<file path="config.mk">
export PLATFORM = sky130hd
export DESIGN_NAME = vx_warp_commit_tracker
export DESIGN_NICKNAME = d
export VERILOG_FILES = /design/src/rtl/vx_warp_commit_tracker_pkg.sv /design/src/rtl/vx_warp_commit_tracker_popcount.sv /design/src/rtl/vx_warp_commit_tracker.sv
export SDC_FILE = /design/constraint.sdc
export NUM_CORES = 1
export LEC_CHECK = 0
export BUFFER_PORTS_ARGS = -buffer_cell sky130_fd_sc_hd__clkbuf_2
export CORE_MARGIN = 2
export CORE_UTILIZATION = 54
export DETAILED_ROUTE_END_ITERATION = 8
export GPL_TIMING_DRIVEN = 0
export PLACE_DENSITY_LB_ADDON = 0.05
export SYNTH_ARGS = -nofsm -noshare
export SYNTH_HDL_FRONTEND = slang
export SYNTH_SLANG_ARGS = --single-unit
</file>
<file path="constraint.sdc">
create_clock -name clk -period 3.1 [get_ports clk]
set_clock_uncertainty 0.05 [all_clocks]
set_input_delay 0.465 -clock clk [delete_from_list [all_inputs] [get_ports clk]]
set_output_delay 0.465 -clock clk [all_outputs]
set_load 0.005 [all_outputs]
</file>
<file path="src/rtl/vx_warp_commit_tracker_pkg.sv">
// Shared types and default sizing for the warp commit tracker.
package vx_warp_commit_tracker_pkg;

  localparam int DEF_NUM_WARPS   = 8;
  localparam int DEF_ISSUE_WIDTH = 2;
  localparam int DEF_MAX_PENDING = 15;

  typedef enum logic [1:0] {
    DRAIN_IDLE,
    DRAIN_WAIT,
    DRAIN_DONE
  } drain_state_e;

endpackage

</file>
<file path="src/rtl/vx_warp_commit_tracker_popcount.sv">
// Per-warp decode of the commit slots: counts end-of-packet retires for every warp.
module vx_warp_commit_tracker_popcount #(
  parameter int NUM_WARPS   = 8,
  parameter int ISSUE_WIDTH = 2,
  parameter int NW_WIDTH    = 3,
  parameter int DEC_WIDTH   = 2
) (
  input  logic [ISSUE_WIDTH-1:0]           committed,
  input  logic [ISSUE_WIDTH*NW_WIDTH-1:0]  committed_wid,
  input  logic [ISSUE_WIDTH-1:0]           true_eop,
  output logic [NUM_WARPS*DEC_WIDTH-1:0]   dec_flat
);

  always_comb begin
    dec_flat = '0;
    for (int w = 0; w < NUM_WARPS; w++) begin
      for (int s = 0; s < ISSUE_WIDTH; s++) begin
        if (committed[s] && true_eop[s] &&
            committed_wid[s*NW_WIDTH +: NW_WIDTH] == NW_WIDTH'(w)) begin
          dec_flat[w*DEC_WIDTH +: DEC_WIDTH] = dec_flat[w*DEC_WIDTH +: DEC_WIDTH] + DEC_WIDTH'(1);
        end
      end
    end
  end

endmodule

</file>
<file path="src/rtl/vx_warp_commit_tracker.sv">
// Per-warp in-flight instruction counters with issue credit, pending mask and
// a single-outstanding drain (fence) handshake.
module vx_warp_commit_tracker
  import vx_warp_commit_tracker_pkg::*;
#(
  parameter int NUM_WARPS   = DEF_NUM_WARPS,
  parameter int ISSUE_WIDTH = DEF_ISSUE_WIDTH,
  parameter int MAX_PENDING = DEF_MAX_PENDING,
  parameter int NW_WIDTH    = (NUM_WARPS > 1) ? $clog2(NUM_WARPS) : 1,
  parameter int CTR_WIDTH   = $clog2(MAX_PENDING + 1)
) (
  input  logic                            clk,
  input  logic                            reset,
  input  logic                            issue_valid,
  input  logic [NW_WIDTH-1:0]             issue_wid,
  input  logic [ISSUE_WIDTH-1:0]          committed,
  input  logic [ISSUE_WIDTH*NW_WIDTH-1:0] committed_wid,
  input  logic [ISSUE_WIDTH-1:0]          true_eop,
  output logic [NUM_WARPS-1:0]            issue_ready,
  output logic [NUM_WARPS-1:0]            pending_mask,
  input  logic                            drain_req_valid,
  input  logic [NW_WIDTH-1:0]             drain_req_wid,
  output logic                            drain_req_ready,
  output logic                            drain_done,
  output logic [NW_WIDTH-1:0]             drain_done_wid,
  output logic                            underflow_err
);

  localparam int DEC_WIDTH = $clog2(ISSUE_WIDTH + 1);
  localparam int SUM_WIDTH = ((CTR_WIDTH > DEC_WIDTH) ? CTR_WIDTH : DEC_WIDTH) + 1;

  logic [NUM_WARPS*DEC_WIDTH-1:0]      dec_flat;
  logic [NUM_WARPS-1:0][CTR_WIDTH-1:0] cnt_q, cnt_d;
  logic                                underflow_q, underflow_d;
  drain_state_e                        state_q, state_d;
  logic [NW_WIDTH-1:0]                 dwid_q, dwid_d;

  vx_warp_commit_tracker_popcount #(
    .NUM_WARPS   (NUM_WARPS),
    .ISSUE_WIDTH (ISSUE_WIDTH),
    .NW_WIDTH    (NW_WIDTH),
    .DEC_WIDTH   (DEC_WIDTH)
  ) u_popcount (
    .committed     (committed),
    .committed_wid (committed_wid),
    .true_eop      (true_eop),
    .dec_flat      (dec_flat)
  );

  // Issue past the limit is a scheduler bug; saturate silently rather than wrap.
  always_comb begin
    cnt_d       = cnt_q;
    underflow_d = underflow_q;
    for (int w = 0; w < NUM_WARPS; w++) begin
      logic [SUM_WIDTH-1:0] sum;
      logic [SUM_WIDTH-1:0] dec_w;
      sum   = SUM_WIDTH'(cnt_q[w]) + SUM_WIDTH'(issue_valid && (issue_wid == NW_WIDTH'(w)));
      dec_w = SUM_WIDTH'(dec_flat[w*DEC_WIDTH +: DEC_WIDTH]);
      if (dec_w > sum) begin
        cnt_d[w]    = '0;
        underflow_d = 1'b1;
      end else if ((sum - dec_w) > SUM_WIDTH'(MAX_PENDING)) begin
        cnt_d[w] = CTR_WIDTH'(MAX_PENDING);
      end else begin
        cnt_d[w] = CTR_WIDTH'(sum - dec_w);
      end
    end
  end

  always_comb begin
    for (int w = 0; w < NUM_WARPS; w++) begin
      issue_ready[w]  = (cnt_q[w] != CTR_WIDTH'(MAX_PENDING));
      pending_mask[w] = (cnt_q[w] != '0);
    end
  end

  // WAIT looks at the next-state count so a final retire completes one cycle later.
  always_comb begin
    state_d         = state_q;
    dwid_d          = dwid_q;
    drain_req_ready = 1'b0;
    drain_done      = 1'b0;
    drain_done_wid  = '0;
    case (state_q)
      DRAIN_IDLE: begin
        drain_req_ready = 1'b1;
        if (drain_req_valid) begin
          dwid_d  = drain_req_wid;
          state_d = DRAIN_WAIT;
        end
      end
      DRAIN_WAIT: begin
        if (cnt_d[dwid_q] == '0) state_d = DRAIN_DONE;
      end
      DRAIN_DONE: begin
        drain_done     = 1'b1;
        drain_done_wid = dwid_q;
        state_d        = DRAIN_IDLE;
      end
      default: state_d = DRAIN_IDLE;
    endcase
  end

  assign underflow_err = underflow_q;

  always_ff @(posedge clk) begin
    if (reset) begin
      cnt_q       <= '0;
      underflow_q <= 1'b0;
      state_q     <= DRAIN_IDLE;
      dwid_q      <= '0;
    end else begin
      cnt_q       <= cnt_d;
      underflow_q <= underflow_d;
      state_q     <= state_d;
      dwid_q      <= dwid_d;
    end
  end

endmodule
</file>
==> qor.csv <==
stage,metric,value,unit
layout,Finished Layout Cells,591,
grt,Total GRT Usage,0.254,
grt,largest net degree at the start of global routing,13,
clock_tree,TritonCTS clock tree,built,
synthesis,Post-synth ARST share,0,
floorplanning,DIE AREA,0.00740,mm²
synthesis,Seq cells post-synth,38,
synthesis,mux contribution to synthesized area,0.0141,
synthesis,Synth cell types,65,
timing,"Slew Viols, Final",0,
timing,Slew headroom,0.372,
layout,"commonest non-fill, non-tap cell in the layout",nor2_1,
clock_tree,Clock transition at path regs,0.09,ns
detailed_routing,final WL,9190,µm
setup_path,crit start category,input pin,
placement,Setup Slack @ Placement,-0.482,ns
layout,"Net count, final",581,
grt,first-pass GRT wire length,15200,µm
placement,placed insts,577,
floorplanning,# rows,29,
timing,fmax,328,MHz
detailed_routing,drt wl/cell,15.5,µm
synthesis,cells after synthesis,459,
synthesis,"Top FF cell, synth",dfxtp_1,
power,Leakage Power,0.00187,µW
clock_tree,CTS Buf Count,5,
setup_path,arrival time at the worst endpoint,3.20,ns
timing,Period minus WS final,3.05,ns
detailed_routing,DRT antenna net count,0,
clock_tree,Worst-Skew Late Latency,0.30,ns
placement,dpl hpwl,7010,µm
power,peak supply drop,357,µV
synthesis,sequential share of the synthesized area,0.209,
power,Cell Pwr Density,397,mW/mm²
layout,multi-input logic area,0.00287,mm²
setup_path,crit end category,flop,
placement,GP Congestion,0.903,
setup_path,CP required,3.25,ns
grt,initial antenna violation count,0,
grt,"Remaining Overflow, GRT",0,
synthesis,synth warn,0,
detailed_routing,DRC,0,
timing,setup slack after layout,0.0485,ns
detailed_routing,via count,3555,
clock_tree,"Hold-fix buffers, CTS",0,
clock_tree,total clock sinks,38,
floorplanning,Die Wd,86.0,µm
hold_path,min-delay worst type,in2reg,
synthesis,Post-synth EDFFs,0,
synthesis,Synth Area in XOR/XNOR,0.0434,
layout,Util after Layout,0.680,
layout,most frequent cells in the layout,"47 x nor2_1, 39 x clkbuf_2, 38 x dfxtp_1, 34 x inv_1, 33 x ha_1",
clock_tree,htree depth,2,
grt,vias in the first global route,3357,
layout,Sequential cell area,761,µm²
setup_path,crit-path max FO,5,
floorplanning,height of the die,86.0,µm
layout,area grow syn2layout,20.3,%
clock_tree,Clock Path Buffers,2,
floorplanning,core area,0.00642,mm²
synthesis,largest family of logic cells by synthesized area,simple AND/OR/NAND/NOR gates,
timing,Setup Viol. Count Final,0,
flow_run,MaxCap Viol Count,0,
clock_tree,CTS root buffer,clkbuf_8,
synthesis,adder-cell share of the synthesized area,0.182,
layout,ANT cells,0,
timing,final hold vios,0,
placement,port bufs,41,
synthesis,Post-Syn Area,0.00363,mm²
floorplanning,IO Pins,42,
layout,fill count,539,
floorplanning,Initial Utilization,0.566,
run_status,status,finished clean,
detailed_routing,vias per cell,6.02,
timing,Worst-Margin Slew,0.918,ns
synthesis,syn nets,527,
synthesis,mean area per synthesized cell,7.91,µm²
timing,period utilization,0.984,
detailed_routing,DRC violation total after the first TritonRoute iteration,190,
layout,layout cell share with drive strength beyond 1,0.237,
synthesis,Synth Area in Compound Gates,0.214,
detailed_routing,drt first pass iters,7,
synthesis,Synth Area in Simple Gates,0.276,
setup_path,critical path class,in2reg,
[repair_timing]
item                       CTS  global route
gates resized for setup     14            35
gates cloned                 0             1
setup buffers                4             3
pin swaps                    6            14
setup endpoints to repair    2             2
[worst max-delay path: stages]
cell and delay, ns:
clkbuf_2 0.11, nand2_4 0.08, nor3_4 0.16, ha_2 0.28
inv_1 0.05, ha_1 0.13, inv_1 0.05, fa_2 0.33
clkbuf_8 0.15, nor4_1 0.37, nor3_2 0.11, a31oi_2 0.27
o22ai_2 0.14, a211o_1 0.27, o21ba_2 0.21
[cell families after synthesis]
logic type,count (synthesis)
xor gates and xnor gates,18
buffers and inverters,57
DFF,38
AOI/OAI and AO/OA,107
muxes,5
adders and majority gates,48
and+or+nand+nor,186
[report_power, final]
part | switching (µW) | total [µW] | internal (µW)
registers | 50.4 | 590 | 539
clock network | 190 | 534 | 344
logic | 327 | 612 | 285
total | 568 | 1740 | 1170
[registers in the layout (all words and copies together), names as in the netlist]
| name | flops |
|---|---|
| cnt_q | 32 |
| dwid_q | 3 |
| underflow_err | 1 |
| state_q | 2 |
[layer usage]
metal  up-vias  track usage  wire length (µm)
met5         -            0                 0
met4         0       0.0620                94
met3        12       0.0346               414
met2       100        0.452              4660
met1      1666        0.323              4010
li1       1777            -                 -
[cells in the mapped netlist (all sizes together), types with 6 or more instances]
cell type / count / share of area
nor2: 50 / 0.052
ha: 40 / 0.14
dfxtp: 38 / 0.21
inv: 34 / 0.035
nand2: 24 / 0.025
nand2b: 18 / 0.031
clkbuf: 17 / 0.018
a21oi: 16 / 0.022
nor3: 16 / 0.022
o21ai: 16 / 0.022
and2: 12 / 0.021
nand4: 12 / 0.021
o21a: 12 / 0.025
xor2: 12 / 0.029
nand3: 10 / 0.014
a211oi: 9 / 0.020
a31oi: 8 / 0.014
fa: 8 / 0.044
or4: 8 / 0.017
nor2b: 7 / 0.014
buf: 6 / 0.0090
nor4: 6 / 0.010
o22ai: 6 / 0.010
xnor2: 6 / 0.014
[layout make-up]
cell class	count	area share
multi-input cells	364	0.657
flip-flops and latches	38	0.174
repair buffers	49	0.0607
inverters	34	0.0292
plain buffers	21	0.0243
well taps	77	0.0220
clock buffers	6	0.0189
clock inverters	2	0.0137
[metrics by stage]
stage	TNS, ns	hold slack (ns)	total power [µW]	area [µm²]
finish	0	0.341	1740	4370
global route	-0.122	0.340	1850	4370
CTS	0	0.338	1700	4210
detailed placement	-1.33	0.478	1150	3980
global placement	-1.13	0.449	1140	3980
floorplan	0	0.429	989	3680
[worst paths after layout]
| path | startpoint | endpoint | slack [ns] | cells after the start |
|---|---|---|---|---|
| worst max-delay path | issue_wid[2] | state_q[1] | 0.05 | 15 |
| worst max register to register | cnt_q[16] | state_q[1] | 0.21 | 12 |
| worst min-delay path | drain_req_wid[0] | dwid_q[0] | 0.34 | 3 |
| worst min register to register | state_q[0] | state_q[0] | 0.49 | 2 |
(Power assumes the default switching activity.)
